File: config.mk
export PLATFORM = sky130hd
export DESIGN_NAME = instruction_decode_stage_flat
export DESIGN_NICKNAME = d
export VERILOG_FILES = /design/src/rtl/instruction_decode_stage_if.sv /design/src/rtl/instruction_decode_stage.sv /design/src/flat_wrapper.sv
export SDC_FILE = /design/constraint.sdc
export NUM_CORES = 1
export LEC_CHECK = 0
export CORE_ASPECT_RATIO = 0.9
export CORE_MARGIN = 10
export CORE_UTILIZATION = 41
export DETAILED_ROUTE_END_ITERATION = 10
export PLACE_DENSITY = 0.78
export SETUP_SLACK_MARGIN = 0.4
export SLEW_MARGIN = 20
export SYNTH_ARGS = -nofsm -noshare
export SYNTH_HDL_FRONTEND = slang
export SYNTH_SLANG_ARGS = --single-unit
File: constraint.sdc
create_clock -name clk -period 6 [get_ports clk]
set_input_delay 1.2 -clock clk [delete_from_list [all_inputs] [get_ports clk]]
set_output_delay 1.2 -clock clk [all_outputs]
set_load 0.05 [all_outputs]
File: src/rtl/instruction_decode_stage_if.sv
// instruction_decode_stage_if: fetch-side, register-file, writeback and ALU-side signals of the decode stage
interface instruction_decode_stage_if #(
  parameter int XLEN = 32,
  parameter int PC_W = 32
);
  logic            flush;
  logic            in_valid;
  logic            in_ready;
  logic [31:0]     instr;
  logic [PC_W-1:0] in_pc;
  logic [4:0]      rs1_addr;
  logic [4:0]      rs2_addr;
  logic [XLEN-1:0] rs1_data;
  logic [XLEN-1:0] rs2_data;
  logic            wb_we;
  logic [4:0]      wb_addr;
  logic [XLEN-1:0] wb_data;
  logic            out_valid;
  logic            out_ready;
  logic [4:0]      rd_addr;
  logic [6:0]      opcode_out;
  logic [2:0]      funct3_out;
  logic [6:0]      funct7_out;
  logic [XLEN-1:0] opd1;
  logic [XLEN-1:0] opd2;
  logic [XLEN-1:0] opd3;
  logic [XLEN-1:0] opd4;
  logic [PC_W-1:0] out_pc;
  logic            illegal;
  modport slave (
    input  flush, in_valid, instr, in_pc, rs1_data, rs2_data, wb_we, wb_addr, wb_data, out_ready,
    output in_ready, rs1_addr, rs2_addr, out_valid, rd_addr, opcode_out, funct3_out, funct7_out,
           opd1, opd2, opd3, opd4, out_pc, illegal
  );
  modport master (
    output flush, in_valid, instr, in_pc, rs1_data, rs2_data, wb_we, wb_addr, wb_data, out_ready,
    input  in_ready, rs1_addr, rs2_addr, out_valid, rd_addr, opcode_out, funct3_out, funct7_out,
           opd1, opd2, opd3, opd4, out_pc, illegal
  );
endinterface

File: src/rtl/instruction_decode_stage.sv
// instruction_decode_stage: RV32I decode with WB bypass, immediate extension and a registered valid/ready output
module instruction_decode_stage #(
  parameter int XLEN   = 32,
  parameter bit FWD_EN = 1'b1,
  parameter int PC_W   = 32
) (
  input logic clk,
  input logic rst,
  instruction_decode_stage_if.slave bus
);
  localparam logic [6:0] OP_R = 7'b0110011, OP_I = 7'b0010011, OP_LOAD = 7'b0000011,
                         OP_S = 7'b0100011, OP_B = 7'b1100011, OP_JAL = 7'b1101111,
                         OP_JALR = 7'b1100111, OP_LUI = 7'b0110111, OP_AUIPC = 7'b0010111;
  logic [31:0] i;
  logic [6:0] op;
  logic is_r, is_i, is_s, is_b, is_jal, is_lui, is_auipc, legal, use_rs1, use_rs2, take;
  logic [31:0] imm32;
  logic [XLEN-1:0] imm, rs1_v, rs2_v, pc_x, opd1_d, opd2_d, opd3_d, opd4_d;
  logic [4:0] rd_d;
  assign i        = bus.instr;
  assign op       = i[6:0];
  assign is_r     = op == OP_R;
  assign is_i     = op == OP_I || op == OP_LOAD || op == OP_JALR;
  assign is_s     = op == OP_S;
  assign is_b     = op == OP_B;
  assign is_jal   = op == OP_JAL;
  assign is_lui   = op == OP_LUI;
  assign is_auipc = op == OP_AUIPC;
  assign legal    = is_r | is_i | is_s | is_b | is_jal | is_lui | is_auipc;
  assign use_rs1  = is_r | is_i | is_s | is_b;
  assign use_rs2  = is_r | is_s | is_b;
  assign bus.rs1_addr = use_rs1 ? i[19:15] : 5'd0;
  assign bus.rs2_addr = use_rs2 ? i[24:20] : 5'd0;
  assign bus.in_ready = !bus.out_valid | bus.out_ready;
  assign take         = bus.in_valid & bus.in_ready;
  assign pc_x         = XLEN'(bus.in_pc);
  // Operand selection; x0 is never bypassed since its architectural value is always zero
  always_comb begin
    rs1_v = (FWD_EN && bus.wb_we && bus.wb_addr == bus.rs1_addr && bus.wb_addr != 5'd0) ? bus.wb_data : bus.rs1_data;
    rs2_v = (FWD_EN && bus.wb_we && bus.wb_addr == bus.rs2_addr && bus.wb_addr != 5'd0) ? bus.wb_data : bus.rs2_data;
    imm32 = is_i     ? {{20{i[31]}}, i[31:20]} :
            is_s     ? {{20{i[31]}}, i[31:25], i[11:7]} :
            is_b     ? {{19{i[31]}}, i[31], i[7], i[30:25], i[11:8], 1'b0} :
            is_jal   ? {{11{i[31]}}, i[31], i[19:12], i[20], i[30:21], 1'b0} :
            (is_lui | is_auipc) ? {i[31:12], 12'b0} : 32'd0;
    imm    = XLEN'($signed(imm32));
    opd1_d = (is_r | is_i | is_s) ? rs1_v : is_lui ? imm : is_auipc ? pc_x : '0;
    opd2_d = is_r ? rs2_v : (is_i | is_s | is_b | is_jal | is_auipc) ? imm : '0;
    opd3_d = is_s ? rs2_v : is_b ? rs1_v : '0;
    opd4_d = is_b ? rs2_v : '0;
    rd_d   = (is_r | is_i | is_jal | is_lui | is_auipc) ? i[11:7] : 5'd0;
  end
  // Output pipeline register: flush beats capture, capture beats drain
  always_ff @(posedge clk or posedge rst) begin
    if (rst) begin
      bus.out_valid  <= 1'b0;
      bus.rd_addr    <= '0;
      bus.opcode_out <= '0;
      bus.funct3_out <= '0;
      bus.funct7_out <= '0;
      bus.opd1       <= '0;
      bus.opd2       <= '0;
      bus.opd3       <= '0;
      bus.opd4       <= '0;
      bus.out_pc     <= '0;
      bus.illegal    <= 1'b0;
    end else if (bus.flush) begin
      bus.out_valid <= 1'b0;
    end else if (take) begin
      bus.out_valid  <= 1'b1;
      bus.rd_addr    <= rd_d;
      bus.opcode_out <= op;
      bus.funct3_out <= i[14:12];
      bus.funct7_out <= i[31:25];
      bus.opd1       <= opd1_d;
      bus.opd2       <= opd2_d;
      bus.opd3       <= opd3_d;
      bus.opd4       <= opd4_d;
      bus.out_pc     <= bus.in_pc;
      bus.illegal    <= !legal;
    end else if (bus.out_ready) begin
      bus.out_valid <= 1'b0;
    end
  end
endmodule
File: src/flat_wrapper.sv
// flat-port wrapper written by rule: the top's interface ports become plain ports
module instruction_decode_stage_flat 
#(
  parameter int XLEN   = 32,
  parameter bit FWD_EN = 1'b1,
  parameter int PC_W   = 32
)
  (clk, rst, bus_flush, bus_in_valid, bus_instr, bus_in_pc, bus_rs1_data, bus_rs2_data, bus_wb_we, bus_wb_addr, bus_wb_data, bus_out_ready, bus_in_ready, bus_rs1_addr, bus_rs2_addr, bus_out_valid, bus_rd_addr, bus_opcode_out, bus_funct3_out, bus_funct7_out, bus_opd1, bus_opd2, bus_opd3, bus_opd4, bus_out_pc, bus_illegal);
  instruction_decode_stage_if #(.XLEN(XLEN), .PC_W(PC_W)) bus_i ();
  input logic clk;
  input logic rst;
  input wire logic [$bits(bus_i.flush)-1:0] bus_flush;
  input wire logic [$bits(bus_i.in_valid)-1:0] bus_in_valid;
  input wire logic [$bits(bus_i.instr)-1:0] bus_instr;
  input wire logic [$bits(bus_i.in_pc)-1:0] bus_in_pc;
  input wire logic [$bits(bus_i.rs1_data)-1:0] bus_rs1_data;
  input wire logic [$bits(bus_i.rs2_data)-1:0] bus_rs2_data;
  input wire logic [$bits(bus_i.wb_we)-1:0] bus_wb_we;
  input wire logic [$bits(bus_i.wb_addr)-1:0] bus_wb_addr;
  input wire logic [$bits(bus_i.wb_data)-1:0] bus_wb_data;
  input wire logic [$bits(bus_i.out_ready)-1:0] bus_out_ready;
  output wire logic [$bits(bus_i.in_ready)-1:0] bus_in_ready;
  output wire logic [$bits(bus_i.rs1_addr)-1:0] bus_rs1_addr;
  output wire logic [$bits(bus_i.rs2_addr)-1:0] bus_rs2_addr;
  output wire logic [$bits(bus_i.out_valid)-1:0] bus_out_valid;
  output wire logic [$bits(bus_i.rd_addr)-1:0] bus_rd_addr;
  output wire logic [$bits(bus_i.opcode_out)-1:0] bus_opcode_out;
  output wire logic [$bits(bus_i.funct3_out)-1:0] bus_funct3_out;
  output wire logic [$bits(bus_i.funct7_out)-1:0] bus_funct7_out;
  output wire logic [$bits(bus_i.opd1)-1:0] bus_opd1;
  output wire logic [$bits(bus_i.opd2)-1:0] bus_opd2;
  output wire logic [$bits(bus_i.opd3)-1:0] bus_opd3;
  output wire logic [$bits(bus_i.opd4)-1:0] bus_opd4;
  output wire logic [$bits(bus_i.out_pc)-1:0] bus_out_pc;
  output wire logic [$bits(bus_i.illegal)-1:0] bus_illegal;
  assign bus_i.flush = bus_flush;
  assign bus_i.in_valid = bus_in_valid;
  assign bus_i.instr = bus_instr;
  assign bus_i.in_pc = bus_in_pc;
  assign bus_i.rs1_data = bus_rs1_data;
  assign bus_i.rs2_data = bus_rs2_data;
  assign bus_i.wb_we = bus_wb_we;
  assign bus_i.wb_addr = bus_wb_addr;
  assign bus_i.wb_data = bus_wb_data;
  assign bus_i.out_ready = bus_out_ready;
  assign bus_in_ready = bus_i.in_ready;
  assign bus_rs1_addr = bus_i.rs1_addr;
  assign bus_rs2_addr = bus_i.rs2_addr;
  assign bus_out_valid = bus_i.out_valid;
  assign bus_rd_addr = bus_i.rd_addr;
  assign bus_opcode_out = bus_i.opcode_out;
  assign bus_funct3_out = bus_i.funct3_out;
  assign bus_funct7_out = bus_i.funct7_out;
  assign bus_opd1 = bus_i.opd1;
  assign bus_opd2 = bus_i.opd2;
  assign bus_opd3 = bus_i.opd3;
  assign bus_opd4 = bus_i.opd4;
  assign bus_out_pc = bus_i.out_pc;
  assign bus_illegal = bus_i.illegal;
  instruction_decode_stage #(.XLEN(XLEN), .FWD_EN(FWD_EN), .PC_W(PC_W)) u_core (.clk(clk), .rst(rst), .bus(bus_i));
endmodule
# Word level (Yosys, flattened, before mapping)
# Cells that the tools add are included.
[word_totals]
inputBits = 171
romBits = 0
latchBits = 0
ramBits = 0
elab_cells = 73
output_inout_bits = 195
regBits = 184
mem_count = 0
[classes]
addsub = 0
n_shift = 0
reduce_logical = 11
mux = 21
div = 0
bitwise = 19
mul = 0
magnitude_cmp = 0
n_eq_ne = 11
[ops]
columns = ["operator", "n"]
rows = [
  ["$mux W32", 15],
  ["$eq A7 B6 Y1 const B", 3],
  ["$eq A7 B7 Y1 const B", 3],
  ["$or A1 B1 Y1", 17],
  ["$mux W5", 3],
  ["$eq A7 B5 Y1 const B", 2],
  ["$eq A5 B5 Y1", 2],
  ["$eq A7 B2 Y1 const B", 1],
  ["$reduce_bool A5 Y1", 1],
  ["$logic_and A1 B1 Y1", 4],
  ["$mux W1", 3],
  ["$reduce_bool A3 Y1", 1],
  ["$logic_not A1 Y1", 2],
  ["$logic_or A1 B1 Y1", 2],
  ["$reduce_and A2 Y1", 1],
  ["$and A1 B1 Y1", 1],
  ["$not A1 Y1", 1],
]

# Depth between registers and ports, before layout
# Gate-level depths: netlist of the first run.
[depth]
depth_word = 13
mapped_depth = 11
depth_no_buf = 7

# Worst setup path after synthesis of the first run
# OpenSTA, ideal clock, no wires.
[synth_path]
path_kind = "in2out"
startpoint = "in bus_instr[5]"
endpoint = "out bus_rs2_addr[2]"
stages = 4
n_path_buf = 1
setup_slack_ns = 2.301
arrival_time_ns = 2.499
required_ns = 4.800
path_cell_list = "buf_4 > a21bo_4 > or2_2 > nor2_1"
[synth_via]
elab_chain_len = 4
elab_cells_between_ends = 6
cone_classes = "eq/ne: 3; mux: 1; bitwise: 2"
[synth_lines]
columns = ["element", "line", "source"]
rows = [
  ["start, declared", "flat_wrapper.sv:14", "input wire logic [$bits(bus_i.instr)-1:0] bus_instr;"],
  ["$eq A7 B6 Y1 (on tied branches)", "instruction_decode_stage.sv:22, instruction_decode_stage.sv:24", ""],
  ["$or A1 B1 Y1", "instruction_decode_stage.sv:31", "assign use_rs2 = is_r | is_s | is_b;"],
  ["$or A1 B1 Y1 *", "instruction_decode_stage.sv:31", ""],
  ["$mux W5 *", "instruction_decode_stage.sv:33", "assign bus.rs2_addr = use_rs2 ? i[24:20] : 5'd0;"],
  ["end, declared", "flat_wrapper.sv:24", "output wire logic [$bits(bus_i.rs2_addr)-1:0] bus_rs2_addr;"],
]
# Every way passes the cells marked *; elsewhere a longest branch is shown, timed or not.

# Final worst setup path of the first run
[layout_path]
startpoint = "in bus_instr[6]"
endpoint = "out bus_rs2_addr[2]"
# The elaborated chain is that of the path after synthesis.

==> impl_metrics.ini, run 1 <==
[logic_synthesis]
synth-seq-cells = 184
ys_warn_count = 0
synth_top_area_cell = dfrtp_1
netlist_top_cells_area = dfrtp_1, nand2_1, mux2i_1
synth_top_area_share_pct = 46.6
synth_edf_count = 0
synthesis.area_mm2 = 0.00989
syn_inst = 1137
synth_area_per_cell_um2 = 8.70
async_reset_ff_share_pct = 100
synth_nets = 1308
ys_seq_area_share_pct = 46.6
synth-main-ff-cell = dfrtp_1
yosysUniqueCellTypes = 52

[min_path]
min_from = u_core.bus.out_pc[23]$_DFFE_PP0P_
min_to = u_core.bus.out_pc[23]$_DFFE_PP0P_
hp-class = reg -> reg
whs_path_depth = 2

[floorplanning]
dieArea_mm2 = 0.0307
core-area_mm2 = 0.0235
fp.dieH_um = 167
num_rows = 53
die_width_um = 184
io_pins = 366
start_util_pct = 42.0

[drt]
via_per_inst = 6.09
routed-wl-met3_mm = 5.28
highest_layer = met4
route.detailed.drc = 0
vias = 10700
routedWlPerCell_um = 26.3
first_pass_iters = 6
wl_met2_mm = 22.4
ant_nets = 0
detail_route.wirelength.met1_mm = 16.9
routed_wl_mm = 46.1
drt_iter0_drc = 1280

[timing]
finClkSkew_ns = 0.0136
final.setup.tns_ns = 0
fin_crit_sh_pct = 77.9
relSlewSlack_pct = 27.4
tightest_slew_ns = 1.08
finalSetupViolCount = 0
timing.fmax_ghz = 0.214
maxSlewViolCount = 0
rsz0062_at_grt = no
setup_ws_ns = 1.33
fin_crit_ns = 4.67
final-hold-violation-count = 0

[power]
p_leak_nw = 6.12
irDropWorstVdd_mv = 0.159
pwr_density_cell_mw_per_mm2 = 243

[global_routing]
grtUsageTotal_pct = 28.7
grt.overflow.total = 0
grt_pass1_wl_mm = 68.2
antenna_found_initial = 0
first_global_vias = 10700
grt_max_degree = 165

[placement]
gp_congestion = 0.935
place_area_mm2 = 0.0137
post-place-ws_ns = 1.36
dp_hpwl_mm = 33.4
portBuffers = 365

[flow_run]
drv_cap = 0

[finish]
stdcell_area_mm2 = 0.0144
nNetsFinal = 1609
multi_input_area_mm2 = 0.00491
fill_cells = 2026
synthToLayoutAreaGrowth_pct = 45.2
seq_area_mm2 = 0.00460
drive_gt1_share_pct = 5.10
n_antenna_cell = 0

[clock_tree]
cts_tree = done
h-tree-depth = 4
cts_resized = 0
clk_pin_slew_ns = 0.08
clockBufferDepth = 2
cts_sinks = 184
clk-insertion-delay-late_ns = 0.43
cts_setup_buffers = 0
postCtsHoldBufs = 0
cts-buffers-inserted = 17
root_buffer = clkbuf_16

[setup_path]
crit_top_cell = clkdlybuf4s50_1
arrival_ns = 3.47
crit_fanout = 14
worstSetupPathType = in -> out
reg2reg_setup_slack_ns = 3.04
crit_slowest_cell = clkdlybuf4s50_1
critical_path.top_delay_family = buffers and inverters
r2r-end = u_core.bus.opd2[9]$_DFFE_PP0P_
cp-end-kind = output pin
r2r-start = u_core.bus.out_valid$_DFFE_PP0P_
worst_r2r_path_depth = 8
start_kind = input port
cp_num_buf_inv = 2
worstPathRequired_ns = 4.80
path_cells = clkdlybuf4s50_1 > a21bo_4 > or2_2 > nor2_1 > clkdlybuf4s50_1
critPathMaxStageDelay_ns = 0.84

[outcome]
status = complete, no violations
==> worst register-to-register path, cell delays in order (launching register included) <==
cell and delay, ns:
dfrtp_1 0.35, nor2b_1 0.25, inv_1 0.09, nand3b_1 0.27
buf_4 0.62, buf_4 0.63, nor2_1 0.27, a22oi_1 0.26
o21ai_1 0.10
==> metrics by stage <==
stage	hold slack [ns]	std cells	power (mW)	utilization, %
floorplan	0.740	1137	1.87	-
global placement	0.450	1720	2.28	58.3
detailed placement	0.461	1721	2.29	58.3
CTS	0.479	1753	3.50	61.0
global route	0.497	1753	3.61	61.0
finish	0.480	1753	3.49	61.0
==> synth_stat cells, types with 8 or more instances <==
cell	n
mux2i_1	65
a31oi_1	28
nor2_1	48
inv_1	8
clkbuf_1	90
a2bb2oi_1	15
o21ai_1	18
dfrtp_1	184
and2_1	17
nor3b_1	14
nor4_1	33
o21ai_0	113
a21oi_1	43
a22oi_1	18
o211ai_1	44
nand3_1	38
nand2_1	250
nand4b_1	11
o221ai_1	24
==> worst max-delay path by stage <==
stage                      start                               to  cells past startpoint
global placement    bus_instr[6]                  bus_rs2_addr[2]                      5
finish              bus_instr[6]                  bus_rs2_addr[2]                      5
detailed placement  bus_instr[2]  u_core.bus.opd4[19]$_DFFE_PP0P_                      7
CTS                 bus_instr[2]                  bus_rs2_addr[2]                      5
floorplan           bus_instr[5]                  bus_rs2_addr[2]                      4
global route        bus_instr[6]                  bus_rs2_addr[2]                      5
==> cell families after synthesis <==
group	share of synthesized area [%]
and+or+nand+nor	20.7
buffers and inverters	4.49
muxes	6.58
AOI/OAI and AO/OA	21.4
xor gates and xnor gates	0.354
DFF	46.6
==> power by group <==
part	switching (mW)	internal [mW]	total [mW]
logic	0.589	0.311	0.901
registers	0.0505	1.32	1.37
clock network	0.582	0.644	1.23
total	1.22	2.27	3.49
==> routing by layer <==
layer	up-vias	GRT usage (%)
met2	646	48.6
li1	4724	-
met5	-	0
met3	93	11.3
met1	5206	32.6
met4	0	9.15
==> state kept, by name, indices dropped and copies added (netlist names) <==
name and count:
u_core.bus.opd1 32, u_core.bus.rd_addr 5, u_core.bus.opd4 32, u_core.bus.opd3 32
u_core.bus.funct7_out 7, u_core.bus.funct3_out 3, u_core.bus.opcode_out 7, u_core.bus.out_pc 32
u_core.bus.out_valid 1, u_core.bus.opd2 32, u_core.bus.illegal 1
==> final cells by class <==
class                           count  share of cell area [%]
Multi-Input combinational cell    843                    34.2
Sequential cell                   184                    32.1
Inverter                            8                   0.235
Tap cell                          302                    2.63
Timing Repair Buffer              384                    26.5
Clock buffer                       17                    2.96
Clock inverter                     15                    1.40
==> layout by cell type, fill, tap and decap left out, types with 15 or more instances in the layout <==
cell type,n
nor4_1,33
o21ai_1,18
o21ai_0,113
dfrtp_1,184
and2_1,17
nand3_1,37
a2bb2oi_1,15
clkbuf_16,17
a31oi_1,28
a22oi_1,18
clkdlybuf4s50_1,360
nor2_1,47
o221ai_1,24
mux2i_1,65
buf_4,21
nand2_1,250
a21oi_1,43
o211ai_1,44
(Power assumes the default switching activity.)
==> inputs of run 2 (changes only) <==
Clock period 6 ns to 3.9 ns, I/O delays scaled along.
==> run 2 against run 1 <==
- hold slack lost 0.0037 ns
- non-clock buffer count is 30 higher
- setup slack lost 0.77 ns
- largest cell class unchanged
- die area unchanged
- sequential share of layout area fell by 0.81 points
- critical endpoint is now u_core.bus.opd4[13]$_DFFE_PP0P_
- flip-flop and latch count did not move
==> impl_metrics.ini, run 2 (synthesized netlist as in run 1, its figures left out) <==
[clock_tree]
clk-insertion-delay-late_ns = 0.44
postCtsHoldBufs = 0
cts_setup_buffers = 0
cts_resized = 0
cts_tree = done
cts-buffers-inserted = 17
root_buffer = clkbuf_16
cts_sinks = 184
h-tree-depth = 4
clk_pin_slew_ns = 0.08
clockBufferDepth = 2

[setup_path]
arrival_ns = 3.63
cp_num_buf_inv = 2
r2r-end = u_core.bus.opd3[6]$_DFFE_PP0P_
crit_fanout = 18
critical_path.top_delay_family = simple AND/OR/NAND/NOR gates
critPathMaxStageDelay_ns = 0.58
reg2reg_setup_slack_ns = 1.58
worst_r2r_path_depth = 8
cp-end-kind = flop
path_cells = clkdlybuf4s50_1 > nand4bb_4 > o31a_1 > or3_1 > or3_2 > buf_4 > mux2i_1 > o21ai_0
r2r-start = u_core.bus.out_valid$_DFFE_PP0P_
worstPathRequired_ns = 4.20
worstSetupPathType = in -> reg
crit_slowest_cell = clkdlybuf4s50_1
start_kind = input port

[floorplanning]
fp.dieH_um = 167
core-area_mm2 = 0.0235
dieArea_mm2 = 0.0307
start_util_pct = 42.0
io_pins = 366
num_rows = 53
die_width_um = 184

[drt]
drt_iter0_drc = 1078
route.detailed.drc = 0
vias = 10700
first_pass_iters = 7
via_per_inst = 6.01
routedWlPerCell_um = 26.3
routed_wl_mm = 46.9
ant_nets = 0

[global_routing]
grt_pass1_wl_mm = 70.5
grt_max_degree = 100
grt.overflow.total = 0
grtUsageTotal_pct = 29.7
antenna_found_initial = 1
first_global_vias = 11000

[placement]
gp_congestion = 1.01
portBuffers = 365
place_area_mm2 = 0.0141
dp_hpwl_mm = 35.0

[power]
seq_power_share_pct = 39.6
switching_share_pct = 35.9
comb_power_share_pct = 26.7
p_sw_mw = 1.90
p_leak_nw = 6.33
internal_power_mw = 3.40
clkPwrFrac_pct = 33.7
irDropWorstVdd_mv = 0.279
pwr_density_cell_mw_per_mm2 = 360

[finish]
fill_cells = 1996
stdcell_area_mm2 = 0.0147
mostFrequentLayoutCell = clkdlybuf4s50_1
mostFrequentLayoutCells = clkdlybuf4s50_1, nand2_1, dfrtp_1
nNetsFinal = 1639
drive_gt1_share_pct = 7.29
seq_area_mm2 = 0.00460
multi_input_area_mm2 = 0.00490
synthToLayoutAreaGrowth_pct = 49.0

[outcome]
status = complete, no violations

[timing]
finalSetupViolCount = 0
timing.fmax_ghz = 0.300
final.setup.tns_ns = 0
final-hold-violation-count = 0
fin_crit_sh_pct = 85.6
relSlewSlack_pct = 31.4
fin_crit_ns = 3.34
finClkSkew_ns = 0.0139
maxSlewViolCount = 0
rsz0062_at_grt = no
tightest_slew_ns = 1.03

[min_path]
whs_path_depth = 2
min_to = u_core.bus.out_pc[15]$_DFFE_PP0P_
hp-class = reg -> reg
min_from = u_core.bus.out_pc[15]$_DFFE_PP0P_

[flow_run]
drv_cap = 0
run 2: through the flow:
step           hold slack (ns)  instances  utilization [%]  setup slack, ns  power [mW]
2_1_floorplan            0.740       1137                -            0.755        2.88
3_3_place_gp             0.451       1750             59.9            0.134        3.53
4_1_cts                  0.480       1782             62.5            0.566        5.31
6_report                 0.476       1785             62.6            0.561        5.30
5_1_grt                  0.503       1783             62.6            0.422        5.48
3_5_place_dp             0.462       1750             59.9           0.0953        3.55
run 2: worst register-to-register path, stage by stage (launching register included):
cell and delay (ns):
dfrtp_1 0.38, nor2b_1 0.16, nor3b_2 0.23, buf_12 0.38, buf_4 0.49, nand3_1 0.13, nor4_1 0.25, a311oi_1 0.11
o21ai_0 0.12
run 2: worst max-delay path by stage:
stage | slack, ns | cells past startpoint | start | to
global placement | 0.13 | 8 | bus_instr[0] | u_core.bus.opd4[13]$_DFFE_PP0P_
detailed placement | 0.1 | 8 | bus_instr[0] | u_core.bus.opd4[13]$_DFFE_PP0P_
global route | 0.42 | 8 | bus_instr[0] | u_core.bus.opd3[20]$_DFFE_PP0P_
floorplan | 0.76 | 1 | rst | u_core.bus.funct3_out[0]$_DFFE_PP0P_
CTS | 0.57 | 8 | bus_instr[0] | u_core.bus.opd4[13]$_DFFE_PP0P_
finish | 0.56 | 8 | bus_instr[0] | u_core.bus.opd4[13]$_DFFE_PP0P_
run 2: final cells by class:
type                    instances  share of cell area (%)
repair buffers                414                    28.6
inverters                       8                   0.229
diodes                          2                  0.0340
flip-flops and latches        184                    31.3
clock buffers                  17                    2.89
multi-input cells             843                    33.3
clock inverters                15                    1.15
well taps                     302                    2.56
run 2: layer usage:
layer	GRT usage (%)	part of all wire [%]	vias to the layer above
met2	48.6	47	621
met1	34.4	37	5212
li1	-	-	4777
met3	10.7	11	113
met4	12.8	4.6	0
met5	0	0	-
run 2: power groups by stage:
stage	Clock, mW	Sequential (mW)	Combinational [mW]
after floorplan	0	2.56	0.318
after global placement	0	2.13	1.40
after detailed placement	0	2.14	1.41
after CTS	1.79	2.10	1.41
after global routing	1.87	2.12	1.49
final	1.78	2.10	1.41
==> inputs of run 3 (changes only) <==
--- a/constraint.sdc
+++ b/constraint.sdc
@@ -3,2 +3,2 @@
 set_output_delay 0.78 -clock clk [all_outputs]
-set_load 0.05 [all_outputs]
+set_load 0.02 [all_outputs]
==> run 3 against run 2 <==
- global-route usage decreased by 0.37 points
- flip-flop and latch count unchanged
- largest power group unchanged
- setup slack worse by 0.072 ns
- fmax decreased by 2.1%
- routed wire length shrank 1.5%
- critical path depth up 1
- cell area fell by 1.4%
- critical path type unchanged
- sequential power about the same
- core utilization decreased by 0.87 points
- non-clock buffer count is 8 lower
- power decreased by 6.1%
- clock power hardly changed
==> impl_metrics.ini, run 3 (synthesized netlist as in run 1, its figures left out) <==
[outcome]
status = complete, no violations

[placement]
portBuffers = 365
place_area_mm2 = 0.0139
gp_congestion = 0.961
dp_hpwl_mm = 34.2
post-place-ws_ns = 0.132

[power]
irDropWorstVdd_mv = 0.299
p_leak_nw = 6.28
pwr_density_cell_mw_per_mm2 = 343

[global_routing]
first_global_vias = 10900
grtUsageTotal_pct = 29.3
antenna_found_initial = 1
grt.overflow.total = 0
grt_pass1_wl_mm = 69.2
grt_max_degree = 104

[flow_run]
drv_cap = 0

[drt]
ant_nets = 0
drt_iter0_drc = 1122
routed_wl_mm = 46.2
via_per_inst = 6.03
routedWlPerCell_um = 26.0
route.detailed.drc = 0
first_pass_iters = 6
vias = 10700

[setup_path]
start_kind = input port
critPathMaxStageDelay_ns = 0.58
crit_slowest_cell = clkdlybuf4s50_1
worstSetupPathType = in -> reg
cp-end-kind = flop
arrival_ns = 3.69
worstPathRequired_ns = 4.18
path_cells = clkdlybuf4s50_1 > or4_1 > o21ai_1 > buf_4 > a21oi_1 > o2111ai_4 > buf_12 > mux2i_1 > o21ai_0
crit_fanout = 32
cp_num_buf_inv = 3
critical_path.top_delay_family = buffers and inverters

[finish]
nNetsFinal = 1631
drive_gt1_share_pct = 6.52
mostFrequentLayoutCells = clkdlybuf4s50_1, nand2_1, dfrtp_1
n_antenna_cell = 0
mostFrequentLayoutCell = clkdlybuf4s50_1
stdcell_area_mm2 = 0.0145
fill_cells = 2024
finish.utilization_pct = 61.7
synthToLayoutAreaGrowth_pct = 46.9

[floorplanning]
fp.dieH_um = 167
start_util_pct = 42.0
die_width_um = 184
num_rows = 53
dieArea_mm2 = 0.0307
io_pins = 366
core-area_mm2 = 0.0235

[timing]
final.setup.tns_ns = 0
relSlewSlack_pct = 49.3
timing.fmax_ghz = 0.293
finClkSkew_ns = 0.0131
tightest_slew_ns = 0.760
finalSetupViolCount = 0
final-hold-violation-count = 0
whs_ns = 0.471
fin_crit_sh_pct = 87.4
fin_crit_ns = 3.41
rsz0062_at_grt = no
maxSlewViolCount = 0
setup_ws_ns = 0.490

[clock_tree]
clk-insertion-delay-late_ns = 0.45
cts_tree = done
clockBufferDepth = 2
cts_sinks = 184
root_buffer = clkbuf_16
clk_pin_slew_ns = 0.08
h-tree-depth = 4
postCtsHoldBufs = 0
cts-buffers-inserted = 17

[min_path]
hp-class = reg -> reg
## run 3: cell count changes in the layout (fill, tap and decap cells not counted), sizes merged
| cell | delta |
|---|---|
| dlymetal6s2s | +3 |
| diode | -2 |
| buf | -16 |
| dlygate4sd2 | +1 |
| clkinvlp | +2 |
| clkdlybuf4s50 | +4 |
| inv | -2 |
## run 3: area by class of cell
class	count	area [µm²]	area share (%)
clock buffer	17	425	2.93
clock inverter	15	155	1.07
inverter	8	33.8	0.232
multi-input combinational	843	4910	33.8
sequential	184	4600	31.7
tap	302	378	2.60
timing repair buffer	406	4030	27.7
## run 3: final timing paths
| path | cells after the start | end | from | slack, ns |
|---|---|---|---|---|
| max in group asynchronous | 3 | u_core.bus.opcode_out[5]$_DFFE_PP0P_ | rst | 2.13 |
| setup / recovery | 9 | u_core.bus.opd3[21]$_DFFE_PP0P_ | bus_wb_addr[0] | 0.49 |
| setup reg to reg | 8 | u_core.bus.opd3[1]$_DFFE_PP0P_ | u_core.bus.out_valid$_DFFE_PP0P_ | 1.61 |
| hold / removal | 2 | u_core.bus.rd_addr[3]$_DFFE_PP0P_ | u_core.bus.rd_addr[3]$_DFFE_PP0P_ | 0.47 |
| hold reg to reg | 2 | u_core.bus.rd_addr[3]$_DFFE_PP0P_ | u_core.bus.rd_addr[3]$_DFFE_PP0P_ | 0.47 |
| min in group asynchronous | 2 | u_core.bus.out_pc[2]$_DFFE_PP0P_ | rst | 0.75 |
## run 3: tightest hold or removal path: cells and delay by family (launching register included)
family | cells | cell delay (ns)
and+or+nand+nor | 2 | 0.10
DFF | 1 | 0.35
## run 3: power breakdown
group          leakage [nW]  switching (mW)  internal (mW)  total (mW)
Clock                 0.281           0.893          0.858        1.75
Combinational          3.54           0.628          0.495        1.12
Sequential             2.46          0.0780           2.03        2.10
Total                  6.28            1.60           3.38        4.98
## run 3: through the flow
step           instances  total power, mW
3_3_place_gp        1742             3.24
4_1_cts             1775             4.99
5_1_grt             1775             5.16
2_1_floorplan       1137             2.59
3_5_place_dp        1742             3.26
6_report            1775             4.98
## run 3: routing by layer
metal  GRT usage, %  part of all wire (%)  wire, µm  vias to the layer above
met5              0                 0.028        13                        -
met4           11.3                   4.1      1910                        2
met3           11.4                    12      5420                       92
met2           47.7                    47     21800                      621
met1           34.2                    37     17000                     5224
li1               -                     -         -                     4762
## run 3: repair_timing
item                                    CTS  global route
resized for setup                         4             4
endpoints found under the setup margin    3             3
endpoints found under the hold margin     0             0
cloned                                    0             0
buffers inserted                          1             0
